$ cat src/rtl/onehot_rr_arbiter_pkg.sv
// onehot_arb_pkg: shared sizes, FSM state type and round-robin pick helper
package onehot_arb_pkg;
  localparam int N_REQ = 8;
  localparam int IDX_W = 3;
  typedef enum logic {IDLE, BUSY} state_t;
  // Returns {found, idx}; lowest offset from ptr wins, so scan high-to-low and keep the last hit
  function automatic logic [IDX_W:0] rr_pick(input logic [N_REQ-1:0] req, input logic [IDX_W-1:0] ptr);
    logic found;
    logic [IDX_W-1:0] idx;
    logic [IDX_W-1:0] k;
    found = 1'b0;
    idx = '0;
    for (int i = N_REQ - 1; i >= 0; i--) begin
      k = ptr + IDX_W'(i);
      if (req[k]) begin
        found = 1'b1;
        idx = k;
      end
    end
    return {found, idx};
  endfunction
endpackage

$ cat src/rtl/onehot_rr_arbiter_if.sv
// onehot_rr_arbiter_if: request/grant bundle between requesters and the arbiter
interface onehot_rr_arbiter_if;
  import onehot_arb_pkg::*;
  logic en;
  logic [N_REQ-1:0] req;
  logic [N_REQ-1:0] grant;
  logic [IDX_W-1:0] grant_idx;
  logic grant_valid;
  logic timeout;
  modport master (output en, req, input grant, grant_idx, grant_valid, timeout);
  modport slave (input en, req, output grant, grant_idx, grant_valid, timeout);
endinterface

$ cat src/rtl/onehot_rr_arbiter_dec3to8.sv
// onehot_dec3to8: combinational 3-to-8 one-hot decoder
module onehot_dec3to8 (
  input  logic [2:0] in,
  output logic [7:0] out
);
  assign out = 8'b1 << in;
endmodule

$ cat src/rtl/onehot_rr_arbiter.sv
// onehot_rr_arbiter: 8-way round-robin arbiter with one-hot grant and optional hold timeout
module onehot_rr_arbiter
  import onehot_arb_pkg::*;
#(
  parameter int MAX_HOLD = 16
) (
  input logic clk,
  input logic rst,
  onehot_rr_arbiter_if.slave bus
);
  localparam int HW = (MAX_HOLD > 0) ? $clog2(MAX_HOLD + 1) : 1;
  state_t state;
  logic [IDX_W-1:0] ptr;
  logic [IDX_W-1:0] idx;
  logic valid;
  logic timeout;
  logic [HW-1:0] hold_cnt;
  logic [IDX_W:0] pick;
  logic [N_REQ-1:0] dec_out;
  logic expire;
  assign pick = rr_pick(bus.req, ptr);
  assign expire = (MAX_HOLD != 0) && (hold_cnt == HW'(MAX_HOLD - 1));
  always_ff @(posedge clk) begin
    if (rst) begin
      state <= IDLE;
      ptr <= '0;
      idx <= '0;
      valid <= 1'b0;
      timeout <= 1'b0;
      hold_cnt <= '0;
    end else begin
      timeout <= 1'b0;
      case (state)
        IDLE: if (bus.en && pick[IDX_W]) begin
          idx <= pick[IDX_W-1:0];
          valid <= 1'b1;
          hold_cnt <= '0;
          state <= BUSY;
        end
        BUSY: if (!bus.req[idx] || expire) begin
          // release has priority: timeout only fires while the grantee still requests
          timeout <= bus.req[idx];
          ptr <= idx + 3'd1;
          idx <= '0;
          valid <= 1'b0;
          state <= IDLE;
        end else if (hold_cnt != '1) begin
          hold_cnt <= hold_cnt + 1'b1;
        end
        default: state <= IDLE;
      endcase
    end
  end
  onehot_dec3to8 u_dec (.in(idx), .out(dec_out));
  assign bus.grant = valid ? dec_out : '0;
  assign bus.grant_idx = idx;
  assign bus.grant_valid = valid;
  assign bus.timeout = timeout;
endmodule

$ cat src/flat_wrapper.sv
// flat-port wrapper written by rule: the top's interface ports become plain ports
module onehot_rr_arbiter_flat import onehot_arb_pkg::*;
#(
  parameter int MAX_HOLD = 16
)
  (clk, rst, bus_en, bus_req, bus_grant, bus_grant_idx, bus_grant_valid, bus_timeout);
  onehot_rr_arbiter_if bus_i ();
  input logic clk;
  input logic rst;
  input wire logic [$bits(bus_i.en)-1:0] bus_en;
  input wire logic [$bits(bus_i.req)-1:0] bus_req;
  output wire logic [$bits(bus_i.grant)-1:0] bus_grant;
  output wire logic [$bits(bus_i.grant_idx)-1:0] bus_grant_idx;
  output wire logic [$bits(bus_i.grant_valid)-1:0] bus_grant_valid;
  output wire logic [$bits(bus_i.timeout)-1:0] bus_timeout;
  assign bus_i.en = bus_en;
  assign bus_i.req = bus_req;
  assign bus_grant = bus_i.grant;
  assign bus_grant_idx = bus_i.grant_idx;
  assign bus_grant_valid = bus_i.grant_valid;
  assign bus_timeout = bus_i.timeout;
  onehot_rr_arbiter #(.MAX_HOLD(MAX_HOLD)) u_core (.clk(clk), .rst(rst), .bus(bus_i));
endmodule
$ cat config.mk
export PLATFORM = sky130hd
export DESIGN_NAME = onehot_rr_arbiter_flat
export DESIGN_NICKNAME = d
export VERILOG_FILES = /design/src/rtl/onehot_rr_arbiter_pkg.sv /design/src/rtl/onehot_rr_arbiter_if.sv /design/src/rtl/onehot_rr_arbiter_dec3to8.sv /design/src/rtl/onehot_rr_arbiter.sv /design/src/flat_wrapper.sv
export SDC_FILE = /design/constraint.sdc
export NUM_CORES = 1
export LEC_CHECK = 0
export BUFFER_PORTS_ARGS = -buffer_cell sky130_fd_sc_hd__buf_2
export CORE_MARGIN = 4
export CORE_UTILIZATION = 50
export CTS_CLUSTER_DIAMETER = 80
export DETAILED_ROUTE_END_ITERATION = 7
export GPL_TIMING_DRIVEN = 0
export PLACE_DENSITY_LB_ADDON = 0.08
export SYNTH_ARGS = -nofsm -noshare
export SYNTH_HDL_FRONTEND = slang
export SYNTH_SLANG_ARGS = --single-unit
$ cat constraint.sdc
create_clock -name clk -period 5.2 [get_ports clk]
set_clock_uncertainty 0.15 [all_clocks]
set_input_delay 0.78 -clock clk [delete_from_list [all_inputs] [get_ports clk]]
set_output_delay 0.78 -clock clk [all_outputs]
set_load 0.1 [all_outputs]
### Word level (Yosys, flattened, before mapping)

Index checks and enable logic that the tools add are counted.

| storage, ports and cells | value |
|---|---|
| register bits after elaboration | 14 |
| bits in latches | 0 |
| bits in writable memories | 0 |
| ROM bits | 0 |
| bits of input ports | 11 |
| output and inout port bits | 13 |
| word-level logic and storage cells | 88 |
| memories | 0 |

| operators by class | value |
|---|---|
| add/subtract/negate cells | 9 |
| multipliers | 0 |
| divide/modulo/power cells | 0 |
| magnitude comparators | 9 |
| eq/ne operators | 6 |
| shift operators | 1 |
| mux-type cells | 48 |
| bitwise operators | 2 |
| reduce and logical (&&, ||, !) cells | 7 |

Operators by type and width:

| kind | number |
|---|---|
| 3-bit by 4-bit < comparator with 1-bit output (second input constant) | 9 |
| 3-bit 2-to-1 mux | 10 |
| 1-bit binary-select mux with 3-bit select | 9 |
| 1-bit 2-to-1 mux | 21 |
| 5-bit 2-to-1 mux | 3 |
| 3-bit adder (second input constant) | 4 |
| 5-bit case mux with 2 select lines | 1 |
| 8-bit 2-to-1 mux | 1 |
| 1-bit by 3-bit left shift with 8-bit output (first input constant) | 1 |
| 3-bit by 1-bit adder with 3-bit output (second input constant) | 2 |
| 3-bit by 2-bit adder with 3-bit output (second input constant) | 2 |
| 2-bit != test (second input constant) | 3 |
| 3-bit case mux with 2 select lines | 1 |
| 5-bit by 1-bit adder with 5-bit output (second input constant) | 1 |
| 5-bit by 4-bit equality test with 1-bit output (second input constant) | 1 |
| 5-bit != test (second input constant) | 1 |
| 1-bit case mux with 2 select lines | 2 |
| 2-bit AND reduction | 2 |
| 3-bit AND reduction | 1 |
| 3-bit OR reduction | 1 |
| 2-bit by 1-bit != test with 1-bit output (second input constant) | 1 |
| 1-bit NOT | 2 |
| 1-bit logical AND | 1 |
| 1-bit zero test | 1 |
| 1-bit logical OR | 1 |

### Logic depth before layout (Yosys ltp)

Gate-level depths: netlist of run 1.

| logic depth | value |
|---|---|
| depth in word-level cells | 14 |
| gate-level depth with buffers | 12 |

### Hierarchy

From an unflattened synthesis of run 1, not the netlist that was laid out.

| unflattened totals | value |
|---|---|
| cell total of the unflattened synthesis | 173 |
| area total of the unflattened synthesis | 1642.8 µm² |

Modules (own cells, without submodules):

| module | instances | cells each | area each (µm²) | seq. area each (µm²) |
|---|---|---|---|---|
| onehot_rr_arbiter | 1 | 165 | 1577.8 | 280.3 |
| onehot_dec3to8 | 1 | 8 | 65.1 | 0.0 |

### Worst setup path before layout of run 1

No wires, ideal clock.

| timing | value |
|---|---|
| path type | reg2out |
| start | register u_core.idx[1], in the netlist u_core.bus.grant_idx[1] |
| end | output port bus_grant[7] |
| arrival | 2.306 ns |
| required time | 4.270 ns |
| slack | 1.964 ns |
| stages on the path, launching flop included | 4 |
| path buffers | 0 |
| path through | dfxtp_1 > ha_1 > ha_1 > and2_1 |

| between the ends | value |
|---|---|
| word-level cells in the longest chain between the ends | 2 |

Ends and longest elaborated chain:

| item | RTL line | RTL |
|---|---|---|
| start, declared | onehot_rr_arbiter.sv:14 | `logic [IDX_W-1:0] idx;` |
| start signal, assigned | onehot_rr_arbiter.sv:35 | `idx <= pick[IDX_W-1:0];` |
| 1-bit by 3-bit left shift with 8-bit output | onehot_rr_arbiter_dec3to8.sv:6 | `assign out = 8'b1 << in;` |
| 8-bit 2-to-1 mux | onehot_rr_arbiter.sv:55 | `assign bus.grant = valid ? dec_out : '0;` |
| end, declared | flat_wrapper.sv:12 | `output wire logic [$bits(bus_i.grant)-1:0] bus_grant;` |

No other way between the ends.

### Final worst setup path of run 1

| timing | value |
|---|---|
| start | register u_core.ptr[0] |
| end | register u_core.idx[0], in the netlist u_core.bus.grant_idx[0] |

| between the ends | value |
|---|---|
| word-level cells in the longest chain between the ends | 14 |
| elaborated cells between the ends (all ways) | 44 |

Ends and longest elaborated chain:

| item | RTL line | RTL |
|---|---|---|
| start, declared | onehot_rr_arbiter.sv:13 | `logic [IDX_W-1:0] ptr;` |
| start signal, assigned | onehot_rr_arbiter.sv:43 | `ptr <= idx + 3'd1;` |
| 3-bit adder | onehot_rr_arbiter_pkg.sv:14 | `k = ptr + IDX_W'(i);` |
| 1-bit binary-select mux with 3-bit select | onehot_rr_arbiter_pkg.sv:15 | `if (req[k]) begin` |
| 1-bit 2-to-1 mux (not written as such) | onehot_rr_arbiter_pkg.sv:15 |  |
| 1-bit 2-to-1 mux (8 in series) | onehot_rr_arbiter_pkg.sv:15 |  |
| 1-bit logical AND | onehot_rr_arbiter.sv:34 | `IDLE: if (bus.en && pick[IDX_W]) begin` |
| 2-bit by 1-bit != test with 1-bit output (no line) | n/a |  |
| 2-bit AND reduction (no line) | n/a |  |

Several ways; a longest one is shown, not always the timed one. The select of a mux whose other input is x is not followed.
A chain may end at the register's enable or synchronous reset.

==> results.json, run 1 <==
{
  "synthDistinctLibCells": 42,
  "crit_slowest_cell": "mux4_2",
  "rows": 20,
  "max_stage_delay_ps": 440,
  "power_leakage_nw": 0.780,
  "r2r_setup_slack_ps": 1710,
  "dieArea_sq_mm": 0.00436,
  "critical_path_class": "flop to flop",
  "max-clock-path-buffers": 2,
  "power.density_mw_per_mm2": 223,
  "worstRegToRegCells": 11,
  "drive_gt1_share_pct": 31.0,
  "grt_antenna_before_repair": 0,
  "grt_pass1_wl_mm": 6.98,
  "cts-buffers-inserted": 3,
  "min-delay-path-class": "flop to flop",
  "max_freq_mhz": 287,
  "tightest_slew_ps": 736,
  "setup_viol": 0,
  "syn-cell-area_sq_mm": 0.00168,
  "insertedDiodeCount": 0,
  "synth_cells": 175,
  "grt_max_degree": 11,
  "fin_hold_ws_ps": 369,
  "overflow": 0,
  "synth-edff-count": 0,
  "reg2reg_to": "u_core.bus.grant_idx[0]$_SDFFE_PP0P_",
  "place_hpwl_mm": 3.05,
  "holdBufCountCts": 0,
  "synthMuxAreaShare_pct": 33.1,
  "synth_xor_area_share_pct": 2.08,
  "placed_cell_area_sq_mm": 0.00185,
  "die_w_um": 66.0,
  "ys_seq_area_share_pct": 16.6,
  "gp_congestion": 0.823,
  "cts-root-buf": "clkbuf_4",
  "max-slew-margin-rel_pct": 50.8,
  "grt_pass1_vias": 1439,
  "clk_latency_ps": 270,
  "worstPathArrival_ps": 3480,
  "cp-end-kind": "flop",
  "avgViaCountPerCell": 6.13,
  "nNetsFinal": 224,
  "drtIter0Drc": 219,
  "cts.clk_slew.worst_paths_ps": 80,
  "synth_flop_cell": "dfxtp_1",
  "synth_top_area_share_pct": 24.1,
  "drv_cap": 0,
  "synth_top_family_by_area": "multiplexers",
  "power_w": 0.000417,
  "drc": 0,
  "portBuffers": 22,
  "synth_adder_area_share_pct": 8.17,
  "worstSetupStartpoint": "u_core.ptr[0]$_SDFFE_PP0P_",
  "synth-compound-area-share_pct": 16.7,
  "timing.rr.start": "u_core.ptr[0]$_SDFFE_PP0P_",
  "cts.sinks": 14,
  "initial_utilization_pct": 53.8,
  "coreArea_sq_mm": 0.00313,
  "critPathRequiredTime_ps": 5190,
  "yosys_warnings": 0,
  "vdd_drop_max_v": 0.000229,
  "syn_nets": 197,
  "fin_crit_sh_pct": 67.1,
  "hold_viol": 0,
  "io_pins": 24,
  "area_growth_pct": 11.1,
  "ys_top_cells_by_area": "mux4_2 24%, dfxtp_1 17%, ha_1 8.2%",
  "via_count": 1496,
  "rsz0062_at_grt": "false",
  "path_cells": "buf_6, buf_2, inv_1, ha_1, clkbuf_1, mux4_2, mux2_4, o21ai_0, a311oi_1, a2111oi_2, a211oi_1",
  "syn_area_per_cell_sq_um": 9.62,
  "yosys.area_share.simple_pct": 16.9,
  "synth_seq_cells": 14,
  "dr.pass1.iters": 4,
  "period_needed_ps": 3490,
  "wl_per_cell_um": 16.7,
  "die_h_um": 66.0,
  "slew_viol_final": 0,
  "drt_wl_total_mm": 4.08,
  "h-tree-depth": 1,
  "grt_use_total_pct": 20.4,
  "design_area_sq_mm": 0.00187,
  "ctsResizeCount": 0,
  "outcome": "completed",
  "worstPathMaxFanout": 10,
  "yosys.area.top_type": "mux4_2",
  "tritoncts": "yes",
  "setup_tns_ps": 0,
  "async_flop_share_pct": 0,
  "crit_path_end": "u_core.bus.grant_idx[0]$_SDFFE_PP0P_",
  "cp-start-kind": "flop",
  "ant_nets": 0,
  "cts_setup_buffers": 0
}
placed cells by master, fill, tap and decap left out, types with 2 or more instances in the layout:
cell       instances
nand3_1            3
mux2i_1            8
mux2_2             5
nor4b_2            2
buf_6              3
clkbuf_4           3
nand3b_1           2
buf_2             25
o211ai_1           3
o2bb2ai_1          2
and2_1             5
a21oi_1           10
o21ai_0            5
a22oi_1            2
inv_1             11
nand2b_1           2
nor2b_1            2
xor2_1             4
a211oi_1           5
nand2_1           15
a22o_1             2
and3_1             6
nor2_1            15
dfxtp_1           14
mux4_2            18
ha_1              11
registers in the layout (all words and copies together), names as in the netlist:
register,flops
u_core.bus.grant_valid,1
u_core.hold_cnt,5
u_core.ptr,3
u_core.bus.timeout,1
u_core.state,1
u_core.bus.grant_idx,3
critical path, delay by kind of cell, from the launching register on:
| kind | cells | cell delay (ps) |
|---|---|---|
| buffers and inverters | 4 | 870 |
| flip-flops | 1 | 350 |
| adder cells (fa/ha/maj) | 1 | 290 |
| AO/OA/AOI/OAI | 4 | 910 |
| multiplexers | 2 | 770 |
metal layers:
layer  up-vias  wire [um]  GRT usage [%]
li1        719          -              -
met1       710       1830           28.1
met2        63       2050           35.2
met3         4        172           1.19
met4         0         24           4.31
met5         -          0              0
cell usage after synthesis (all sizes together), types with 2 or more instances:
library cell  instances
a211oi                6
a21oi                10
a22o                  2
a22oi                 2
and2                  5
and3                  6
buf                   8
dfxtp                14
ha                   11
inv                  11
mux2                  6
mux2i                 8
mux4                 18
nand2                15
nand2b                2
nand3                 3
nand3b                2
nor2                 16
nor2b                 2
nor4b                 2
o211ai                3
o21ai                 5
o2bb2ai               2
xor2                  4
cell type report:
class / count / area (sq um)
repair buffers: 22 / 110
flip-flops and latches: 14 / 280
inverters: 12 / 45.0
clock buffers: 3 / 22.5
well taps: 44 / 55.1
plain buffers: 9 / 63.8
fillers: 274 / 1260
multi-input cells: 140 / 1290
worst min-delay path by stage:
stage / start / end / slack [ps] / depth (start not counted)
final: u_core.hold_cnt[0]$_SDFFE_PP0P_ / u_core.hold_cnt[0]$_SDFFE_PP0P_ / 370 / 2
after global routing: u_core.hold_cnt[0]$_SDFFE_PP0P_ / u_core.hold_cnt[0]$_SDFFE_PP0P_ / 420 / 2
after CTS: u_core.hold_cnt[0]$_SDFFE_PP0P_ / u_core.hold_cnt[0]$_SDFFE_PP0P_ / 370 / 2
after detailed placement: u_core.hold_cnt[0]$_SDFFE_PP0P_ / u_core.hold_cnt[0]$_SDFFE_PP0P_ / 360 / 2
after global placement: u_core.hold_cnt[3]$_SDFFE_PP0P_ / u_core.hold_cnt[3]$_SDFFE_PP0P_ / 340 / 2
after floorplan: u_core.state$_SDFF_PP0_ / u_core.state$_SDFF_PP0_ / 320 / 2
metrics by stage:
step | setup WS [ps] | instances | utilization (%)
floorplan | 1960 | 175 | -
global placement | 1780 | 241 | 59.1
detailed placement | 1770 | 241 | 59.1
CTS | 1730 | 244 | 59.8
global route | 1500 | 244 | 59.8
finish | 1710 | 244 | 59.8
power by group:
group	total [W]	internal (W)	switching [W]
logic	0.000234	0.0000906	0.000143
registers	0.000125	0.000114	0.0000104
clock network	0.0000582	0.0000268	0.0000314
cells by family after synthesis:
group / after synthesis
and+or+nand+nor: 55
AOI/OAI and AO/OA: 38
buffers and inverters: 21
xor gates and xnor gates: 4
muxes: 32
adders and majority gates: 11
DFF: 14
Power figures use the tool's default switching activity.
==> run 2: changes to the inputs <==
==> constraint.sdc (replaced) <==
create_clock -name clk -period 3.5 [get_ports clk]
set_clock_uncertainty 0.15 [all_clocks]
set_input_delay 0.525 -clock clk [delete_from_list [all_inputs] [get_ports clk]]
set_output_delay 0.525 -clock clk [all_outputs]
set_load 0.1 [all_outputs]
==> run 2 against run 1 <==
Clock power rose by 49%. Global-route usage unchanged. Total power grew 49%. Critical path type unchanged. Largest power group unchanged.
==> results.json, run 2 (synthesized netlist as in run 1, its figures left out) <==
{
  "initial_utilization_pct": 53.8,
  "cp-end-kind": "flop",
  "p_switching_w": 0.000275,
  "drtIter0Drc": 173,
  "via_count": 1473,
  "ant_nets": 0,
  "max_stage_delay_ps": 440,
  "max-slew-margin-rel_pct": 50.8,
  "power_leakage_nw": 0.778,
  "cts-buffers-inserted": 3,
  "drc": 0,
  "placed_cell_area_sq_mm": 0.00185,
  "outcome": "completed",
  "rows": 20,
  "die_h_um": 66.0,
  "max_freq_mhz": 305,
  "critical_path_class": "flop to flop",
  "layout_setup_ws_ps": 217,
  "gp_congestion": 0.823,
  "power.density_mw_per_mm2": 332,
  "nNetsFinal": 223,
  "avgViaCountPerCell": 6.06,
  "min-delay-path-class": "flop to flop",
  "setup_tns_ps": 0,
  "fin_cells": 243,
  "swShare_pct": 44.4,
  "fin_crit_sh_pct": 93.8,
  "io_pins": 24,
  "h-tree-depth": 1,
  "setup_viol": 0,
  "cts-root-buf": "clkbuf_4",
  "die_w_um": 66.0,
  "max-clock-path-buffers": 2,
  "fin_hold_ws_ps": 369,
  "grt_antenna_before_repair": 0,
  "drv_cap": 0,
  "drive_gt1_share_pct": 31.7,
  "pwr-share-comb_pct": 56.2,
  "path_delay_family": "compound AO/OA/AOI/OAI gates",
  "design_area_sq_mm": 0.00187,
  "seqPwrFrac_pct": 29.8,
  "cp-start-kind": "flop",
  "period_needed_ps": 3280,
  "final_cell_mix": "25 x buf_2, 18 x mux4_2, 15 x nor2_1, 15 x nand2_1, 14 x dfxtp_1",
  "timing.rr.start": "u_core.ptr[0]$_SDFFE_PP0P_",
  "overflow": 0,
  "vdd_drop_max_v": 0.000343,
  "drt_wl_total_mm": 4.07,
  "worstPathMaxFanout": 10,
  "fill_cells": 275,
  "layout_commonest_cell": "buf_2",
  "worstPathArrival_ps": 3270,
  "hold_viol": 0,
  "coreArea_sq_mm": 0.00313,
  "dr.pass1.iters": 4,
  "worstSetupStartpoint": "u_core.ptr[0]$_SDFFE_PP0P_",
  "path_cells": "buf_6, buf_2, inv_1, ha_2, mux4_2, mux2_4, o21ai_0, a311oi_1, a2111oi_2, a211oi_1",
  "tightest_slew_ps": 737,
  "top_register": "u_core.hold_cnt",
  "cts.sinks": 14,
  "rsz0062_at_grt": "false",
  "largest_reg_flops": 5,
  "critPathBufInv": 3,
  "crit_slowest_cell": "ha_2",
  "pwr-share-clk_pct": 14.0,
  "dieArea_sq_mm": 0.00436,
  "area_growth_pct": 11.1,
  "cts.clk_slew.worst_paths_ps": 80,
  "clk_latency_ps": 270,
  "insertedDiodeCount": 0,
  "slew_viol_final": 0,
  "dp.cells": 241,
  "place_hpwl_mm": 3.05,
  "grt_pass1_wl_mm": 6.98,
  "tritoncts": "yes",
  "min_from": "u_core.hold_cnt[0]$_SDFFE_PP0P_",
  "grt_max_degree": 11,
  "grt_pass1_vias": 1439,
  "p_int_w": 0.000345,
  "portBuffers": 22,
  "critPathRequiredTime_ps": 3490,
  "wl_per_cell_um": 16.7,
  "pre_cts_slack_ps": 65.7,
  "grt_use_total_pct": 20.4
}
-- run 2: worst paths after layout --
kind	end	slack, ps	cells past startpoint
min reg2reg	u_core.hold_cnt[0]$_SDFFE_PP0P_	370	2
min	u_core.hold_cnt[0]$_SDFFE_PP0P_	370	2
max reg2reg	u_core.bus.grant_idx[0]$_SDFFE_PP0P_	220	10
max	u_core.bus.grant_idx[0]$_SDFFE_PP0P_	220	10
-- run 2: worst register-to-register path, stage by stage, from the launching register on --
cell and delay [ps]:
dfxtp_1 350, buf_6 160, buf_2 280, inv_1 150, ha_2 440, mux4_2 400, mux2_4 340, o21ai_0 280
a311oi_1 110, a2111oi_2 410, a211oi_1 90
-- run 2: timing repair --
action / 4_1_cts / 5_1_grt
resized for setup: 0 / 1
hold endpoints to repair: 0 / 0
endpoints found under the setup margin: 0 / 8
hold buffers: 0 / 0
buffers inserted: 0 / 0
-- run 2: per-stage QoR --
step	utilization [%]	power [W]
finish	59.8	0.000621
detailed placement	59.1	0.000533
global placement	59.1	0.000525
global route	59.8	0.000662
floorplan	-	0.000463
CTS	59.8	0.000620
-- run 2: area by class of cell --
cell class | count | area, sq um | share of cell area [%]
Timing Repair Buffer | 22 | 110 | 5.89
Sequential cell | 14 | 280 | 15.0
Multi-Input combinational cell | 140 | 1300 | 69.4
Inverter | 12 | 45.0 | 2.41
Tap cell | 44 | 55.1 | 2.94
Clock buffer | 3 | 22.5 | 1.20
Buffer | 8 | 60.1 | 3.21
-- run 2: metal layers --
metal  up-vias  share of wire, %  track usage [%]
met5         -                 0                0
met4         0              0.59             4.31
met3         4               3.4             1.19
met2        40                50             35.2
met1       706                46             28.1
li1        723                 -                -
-- run 2: power groups by stage --
stage	clock network [W]	registers [W]	logic, W
after global routing	0.0000946	0.000188	0.000379
after floorplan	0	0.000220	0.000243
final	0.0000867	0.000185	0.000349
after global placement	0	0.000188	0.000337
after CTS	0.0000884	0.000185	0.000346
after detailed placement	0	0.000189	0.000344
